`src/rtl/maze_grid_store.sv`:
```
// maze_grid_store: 2^(X+Y)-cell grid memory; write pulse in (WR_*), registered write-first read (RD_X/RD_Y -> RD_VALUE), post-reset clear (BUSY), CELL_CHANGED pulse, WR_COUNT, sticky WR_DROPPED
module maze_grid_store #(
  parameter int X_BITS = 4,
  parameter int Y_BITS = 4,
  parameter int VAL_BITS = 2,
  parameter logic [VAL_BITS-1:0] CLEAR_VALUE = '0
) (
  input  logic                CLOCK_50,
  input  logic                RESET,
  input  logic                WR_EN,
  input  logic [X_BITS-1:0]   WR_X,
  input  logic [Y_BITS-1:0]   WR_Y,
  input  logic [VAL_BITS-1:0] WR_VALUE,
  input  logic [X_BITS-1:0]   RD_X,
  input  logic [Y_BITS-1:0]   RD_Y,
  output logic [VAL_BITS-1:0] RD_VALUE,
  output logic                BUSY,
  output logic                CELL_CHANGED,
  output logic [7:0]          WR_COUNT,
  output logic                WR_DROPPED
);
  localparam int A_BITS = X_BITS + Y_BITS;
  localparam int CELLS = 1 << A_BITS;
  localparam logic [0:0] CLEAR = 1'b0;
  localparam logic [0:0] RUN = 1'b1;
  logic [0:0] state;
  logic [A_BITS-1:0] clr_addr, wa, ra, ma;
  logic [VAL_BITS-1:0] mem [CELLS];
  logic [VAL_BITS-1:0] md;
  logic run, acc, mwe;
  always_comb begin
    wa = {WR_Y, WR_X};
    ra = {RD_Y, RD_X};
    run = state == RUN;
    acc = run && WR_EN && !RESET;
    mwe = !RESET && (!run || WR_EN);
    ma = run ? wa : clr_addr;
    md = run ? WR_VALUE : CLEAR_VALUE;
    BUSY = !run;
  end
  always_ff @(posedge CLOCK_50)
    if (mwe) mem[ma] <= md;
  always_ff @(posedge CLOCK_50) begin
    if (RESET) begin
      state <= CLEAR;
      clr_addr <= '0;
      RD_VALUE <= '0;
      CELL_CHANGED <= 1'b0;
      WR_COUNT <= '0;
      WR_DROPPED <= 1'b0;
    end else begin
      if (!run) begin
        clr_addr <= clr_addr + 1'b1;
        if (clr_addr == '1) state <= RUN;
        if (WR_EN) WR_DROPPED <= 1'b1;
      end
      RD_VALUE <= !run ? CLEAR_VALUE : (WR_EN && ra == wa) ? WR_VALUE : mem[ra];
      CELL_CHANGED <= acc && mem[wa] != WR_VALUE;
      if (acc) WR_COUNT <= WR_COUNT + 1'b1;
    end
  end
endmodule

```
`config.mk`:
```
export PLATFORM = sky130hd
export DESIGN_NAME = maze_grid_store
export DESIGN_NICKNAME = d
export VERILOG_FILES = /design/src/rtl/maze_grid_store.sv
export SDC_FILE = /design/constraint.sdc
export NUM_CORES = 1
export LEC_CHECK = 0
export CAP_MARGIN = 40
export CORE_UTILIZATION = 30
export CTS_BUF_LIST = sky130_fd_sc_hd__clkbuf_16
export DETAILED_ROUTE_END_ITERATION = 8
export PLACE_DENSITY_LB_ADDON = 0.05
export SLEW_MARGIN = 20
export SYNTH_ARGS = -nofsm -noshare
export SYNTH_HDL_FRONTEND = slang
export SYNTH_SLANG_ARGS = --single-unit
```
`constraint.sdc`:
```
create_clock -name CLOCK_50 -period 30.5 [get_ports CLOCK_50]
set_clock_uncertainty 0.1 [all_clocks]
set_input_delay 7.625 -clock CLOCK_50 [delete_from_list [all_inputs] [get_ports CLOCK_50]]
set_output_delay 7.625 -clock CLOCK_50 [all_outputs]
set_load 0.01 [all_outputs]
```
Word level (Yosys, flattened, before mapping)
Memory sizes are Yosys's and may differ from the RTL's. A register that Yosys moved wholly into a read port is not among the register bits.
Cells that the tools add are included.
{ "totals": {"ff_bits": 19, "ram_bits": 512, "word_cells": 26, "memories": 1, "out_inout_bits": 13, "input_bits": 21} }
{ "memory_table": {"columns": ["name", "depth", "word_bits", "rd", "rd_ports_with_merged_regs", "wr", "line", "rtl"], "rows": [
  ["mem", 256, 2, 2, 1, 1, "28", "logic [VAL_BITS-1:0] mem [CELLS];"]
]} }
{ "op_classes": {"n_reduce_logical": 9, "n_bitwise": 1, "n_addsub": 2, "muxes": 6, "eq_ne": 2} }
{ "ops": {"columns": ["operator", "count"], "rows": [
  ["8-bit by 1-bit adder with 8-bit output, second input constant", 2],
  ["8-bit == test, second input constant", 1],
  ["8-bit two-way mux", 1],
  ["1-bit logical AND", 4],
  ["1-bit two-way mux", 4],
  ["1-bit zero test", 2],
  ["2-bit two-way mux", 1],
  ["2-bit inequality test", 1],
  ["2-bit AND reduction", 1],
  ["2-bit OR reduction", 1],
  ["1-bit logical OR", 1],
  ["1-bit NOT", 1]
]} }

Depth between registers and ports, before layout
{ "depth": {"ltp_word": 5, "depth_mapped": 12, "ltp_nobuf": 8} }

Least setup slack after synthesis
Ideal clock, no wire load.
{ "synth_timing": {"kind": "input-to-reg", "startpoint": "input port WR_VALUE[1]", "endpoint": "memory mem[0][1] (data pin)", "stages": 2, "required_time_ps": 28999, "slack_ps": 15381, "arrival_time_ps": 13618, "setup_ps": 1401, "n_path_buf": 0, "cell_sequence": "inv_1 -> nor2_1"} }
{ "synth_between": {"elab_chain_len": 1} }
{ "synth_lines": {"columns": ["element", "line", "rtl"], "rows": [
  ["start: declaration", "13", "input logic [VAL_BITS-1:0] WR_VALUE,"],
  ["2-bit two-way mux", "38", "md = run ? WR_VALUE : CLEAR_VALUE;"],
  ["named net md[1]", "29", "logic [VAL_BITS-1:0] md;"],
  ["end: declaration", "28", null]
]} }
The timed path passes the listed nets, and every way through them passes these cells.

==> key figures <==
Floorplan
  – Initial core utilization: 30.5%
  – Site row count: 107
  – Core area: 85,700 um^2
  – Total I/O pin count: 34
  – Chip height: 297 um
  – Die X: 297 um
  – DIE AREA: 88,300 um^2

Synth
  – Synth Warn #: 0
  – Main synth FF type: edfxtp_1
  – Post-synthesis cell type count: 58
  – Cells after Synth: 1,707
  – Synth Cell Area: 26,100 um^2
  – EDFF count, synth: 512
  – Synthesis-stage register bit count: 533
  – Avg Inst Size Synth: 15.3 um^2
  – Sequential area share after synthesis: 60.4%
  – Asr flop ratio synth: 0%
  – Syn nets: 1,730

Global routing
  – Largest net degree at the start of global routing: 78
  – Gr usage total: 21.9%
  – Initial antenna violation count: 3
  – Vias in the first global route: 17,200
  – First-pass GRT wire length: 136,000 um
  – GRT overflow: 0

Clock network
  – Reg clk slew, reported paths: 60 ps
  – CTS Sinks: 533
  – Clock Latency Late Sink: 620 ps
  – Clock tree buffer depth: 3
  – Post-CTS Repair Setup Buffers: 0
  – CTS Buf Count: 67
  – TritonCTS clock tree: yes
  – CTS H-tree depth: 3
  – CTS Root Cell: clkbuf_16
  – Post-CTS Hold Buffers: 0
  – Post_cts resized: 0

Placed design
  – Final GP Congestion: 0.843
  – DP Cell Count: 2,801
  – HPWL Detailed: 63,800 um
  – Number of port buffers: 33

Power and ir drop
  – PD cells: 55.3 nW/um^2
  – VDD IR max: 0.0305 mV
  – Leak: 0.00949 uW

Run
  – Total of max-cap violations: 0

Setup path
  – Critical Path Max Stage Delay: 710 ps
  – CP delay by family, top: buffers and inverters
  – Kind of critical path: input port to flip-flop
  – Worst Path Arrival: 11,770 ps
  – Crit. End Element: flip-flop
  – Cell Chain, Critical Path: buf_8 > buf_4 > buf_4 > mux4_2 > a22oi_1 > a21oi_1 > nor4_1 > o22ai_1 > nor2_1 > o21ai_0
  – Crit path launch type: input port
  – Buf/Inv on CP: 3
  – Most used cell, CP: buf_4
  – Critical path fanouts, max: 66
  – Slowest CP cell: buf_4
  – Worst EP required: 30,880 ps

STA
  – Hold Fails Final Rpt: 0
  – RSZ-0062 raised after global routing: false
  – Setup violations, final: 0
  – Max Slew Vio Count: 0
  – Fin crit share: 37.3%
  – Max Freq: 87.8 MHz
  – Slew margin rel.: 39.9%
  – Measured slew at the worst slew-check pin: 899 ps
  – Hold Slack: 364 ps
  – Final Critical Period: 11,390 ps
  – Setup TNS: 0 ps

Detailed routing
  – Initial drt markers: 1,651
  – DRC viols: 0
  – Number of vias in the routed layout: 16,600
  – Via/cell ratio: 5.67
  – Final WL: 95,900 um
  – Top Metal Used: met4
  – DR WL met3: 6160 um
  – WL per Instance: 32.8 um
  – Initial DRT Pass Iterations: 7
  – Wl on met1: 41,400 um
  – Remaining antenna violation count: 0
  – DR WL met2: 45,600 um

Finish
  – # diodes: 0
  – Fin util: 35.2%
  – Post-layout nets: 1,752
  – Syn-to-layout area delta: 15.3%
  – Non-Filler Instances: 2,922
  – Layout cells sized above 1: 23.5%

Status
  – Status: completed

Min path
  – Classification of the worst-slack hold path: flip-flop to flip-flop
## state kept, by name, summed over array words and instances, names as in the netlist
signal        count
mem             512
WR_DROPPED        1
run               1
CELL_CHANGED      1
clr_addr          8
WR_COUNT          8
RD_VALUE          2
## final cells by class
| cell class | instances | area (um^2) |
|---|---|---|
| well taps | 1144 | 1430 |
| clock buffers | 69 | 1730 |
| multi-input cells | 1025 | 9730 |
| fillers | 8217 | 55500 |
| flip-flops and latches | 533 | 15800 |
| inverters | 7 | 26.3 |
| repair buffers | 95 | 1130 |
| clock inverters | 49 | 315 |
## worst paths after layout
| path | startpoint | endpoint | slack, ps | cells after the start |
|---|---|---|---|---|
| max | RD_X[0] | RD_VALUE[0]$_SDFF_PP0_ | 19110 | 10 |
| min | WR_DROPPED$_SDFFE_PP0P_ | WR_DROPPED$_SDFFE_PP0P_ | 360 | 2 |
| max reg2reg | run$_SDFF_PP0_ | mem[208][1]$_DFFE_PP_ | 27080 | 6 |
| min reg2reg | WR_DROPPED$_SDFFE_PP0P_ | WR_DROPPED$_SDFFE_PP0P_ | 360 | 2 |
## worst min-delay path, cell delays in order, from the launching register on
cell and delay (ps):
dfxtp_1 320, a21oi_1 40, nor2_1 70
## where the power goes
group          total, uW  internal (uW)  switching (uW)  leakage (uW)
registers            792            791           0.795       0.00508
logic                122           45.8            76.5       0.00334
clock network        754            435             319       0.00107
total               1670           1270             396       0.00949
## through the flow
step / power (uW) / setup slack [ps] / cell area, um^2
detailed placement: 929 / 18500 / 28100
global placement: 928 / 18570 / 27600
finish: 1670 / 19110 / 30200
floorplan: 882 / 15380 / 26100
global route: 1720 / 18810 / 30200
CTS: 1690 / 19140 / 30100
## kinds of logic (layout without fill, tap and decap cells)
| logic type | after synthesis | count (layout) | synth area share, % |
|---|---|---|---|
| DFF | 533 | 533 | 60.4 |
| and+or+nand+nor | 469 | 469 | 7.68 |
| muxes | 293 | 293 | 22.0 |
| AOI/OAI and AO/OA | 238 | 238 | 6.26 |
| buffers and inverters | 149 | 220 | 2.77 |
| xor gates and xnor gates | 23 | 23 | 0.770 |
| adders and majority gates | 2 | 2 | 0.0957 |
## placed cells by master (no fill, tap or decap), types with 5 or more instances in the layout
cell type          n
mux2i_1           52
clkdlybuf4s50_1   28
nand3_1           22
o21ai_0           12
dfxtp_1           21
a21oi_1           58
o22ai_1            8
nand2b_1           9
and2_1             5
a211oi_1           6
buf_6              5
o211ai_1           9
nor2_1           303
mux4_2           224
inv_1             26
nand3_2           11
mux2_2            17
and3_1             6
nor2b_1           10
edfxtp_1         512
o2111ai_1          6
nand2_1           58
clkbuf_16         69
nand4_1            5
nor4_1            12
clkinv_1          14
nor3_1             5
xor2_1            10
buf_4             38
a31oi_1            6
xnor2_1           13
a22oi_1          104
buf_16            13
## layer usage
layer  vias up  global-route usage, %
li1       6940                      -
met4         0                   6.63
met3       134                   3.53
met5         -                      0
met1      8855                   30.2
met2       642                   35.3
## Yosys cell counts, types with 5 or more instances
cell | count | area share (%)
nand4_1 | 5 | 0.12
buf_2 | 34 | 0.65
clkbuf_1 | 83 | 1.2
nand2_1 | 58 | 0.83
a31oi_1 | 6 | 0.14
nor3_1 | 5 | 0.096
mux2i_1 | 52 | 2.0
and2_1 | 7 | 0.17
edfxtp_1 | 512 | 59
xor2_1 | 10 | 0.33
xnor2_1 | 13 | 0.44
mux4_2 | 224 | 19
inv_1 | 6 | 0.086
o22ai_1 | 8 | 0.19
a21oi_1 | 58 | 1.1
and3_1 | 6 | 0.14
buf_6 | 10 | 0.43
nor2b_1 | 14 | 0.33
nand2b_1 | 9 | 0.22
a22oi_1 | 104 | 3.0
mux2_2 | 17 | 0.73
nor4_1 | 12 | 0.29
o2111ai_1 | 6 | 0.20
o211ai_1 | 9 | 0.26
a211oi_1 | 6 | 0.17
buf_1 | 6 | 0.086
nand3_1 | 33 | 0.63
dfxtp_1 | 21 | 1.6
nor2_1 | 306 | 4.4
o21ai_0 | 12 | 0.23
buf_4 | 8 | 0.23
Note: power is estimated with default switching activity, not from simulation.
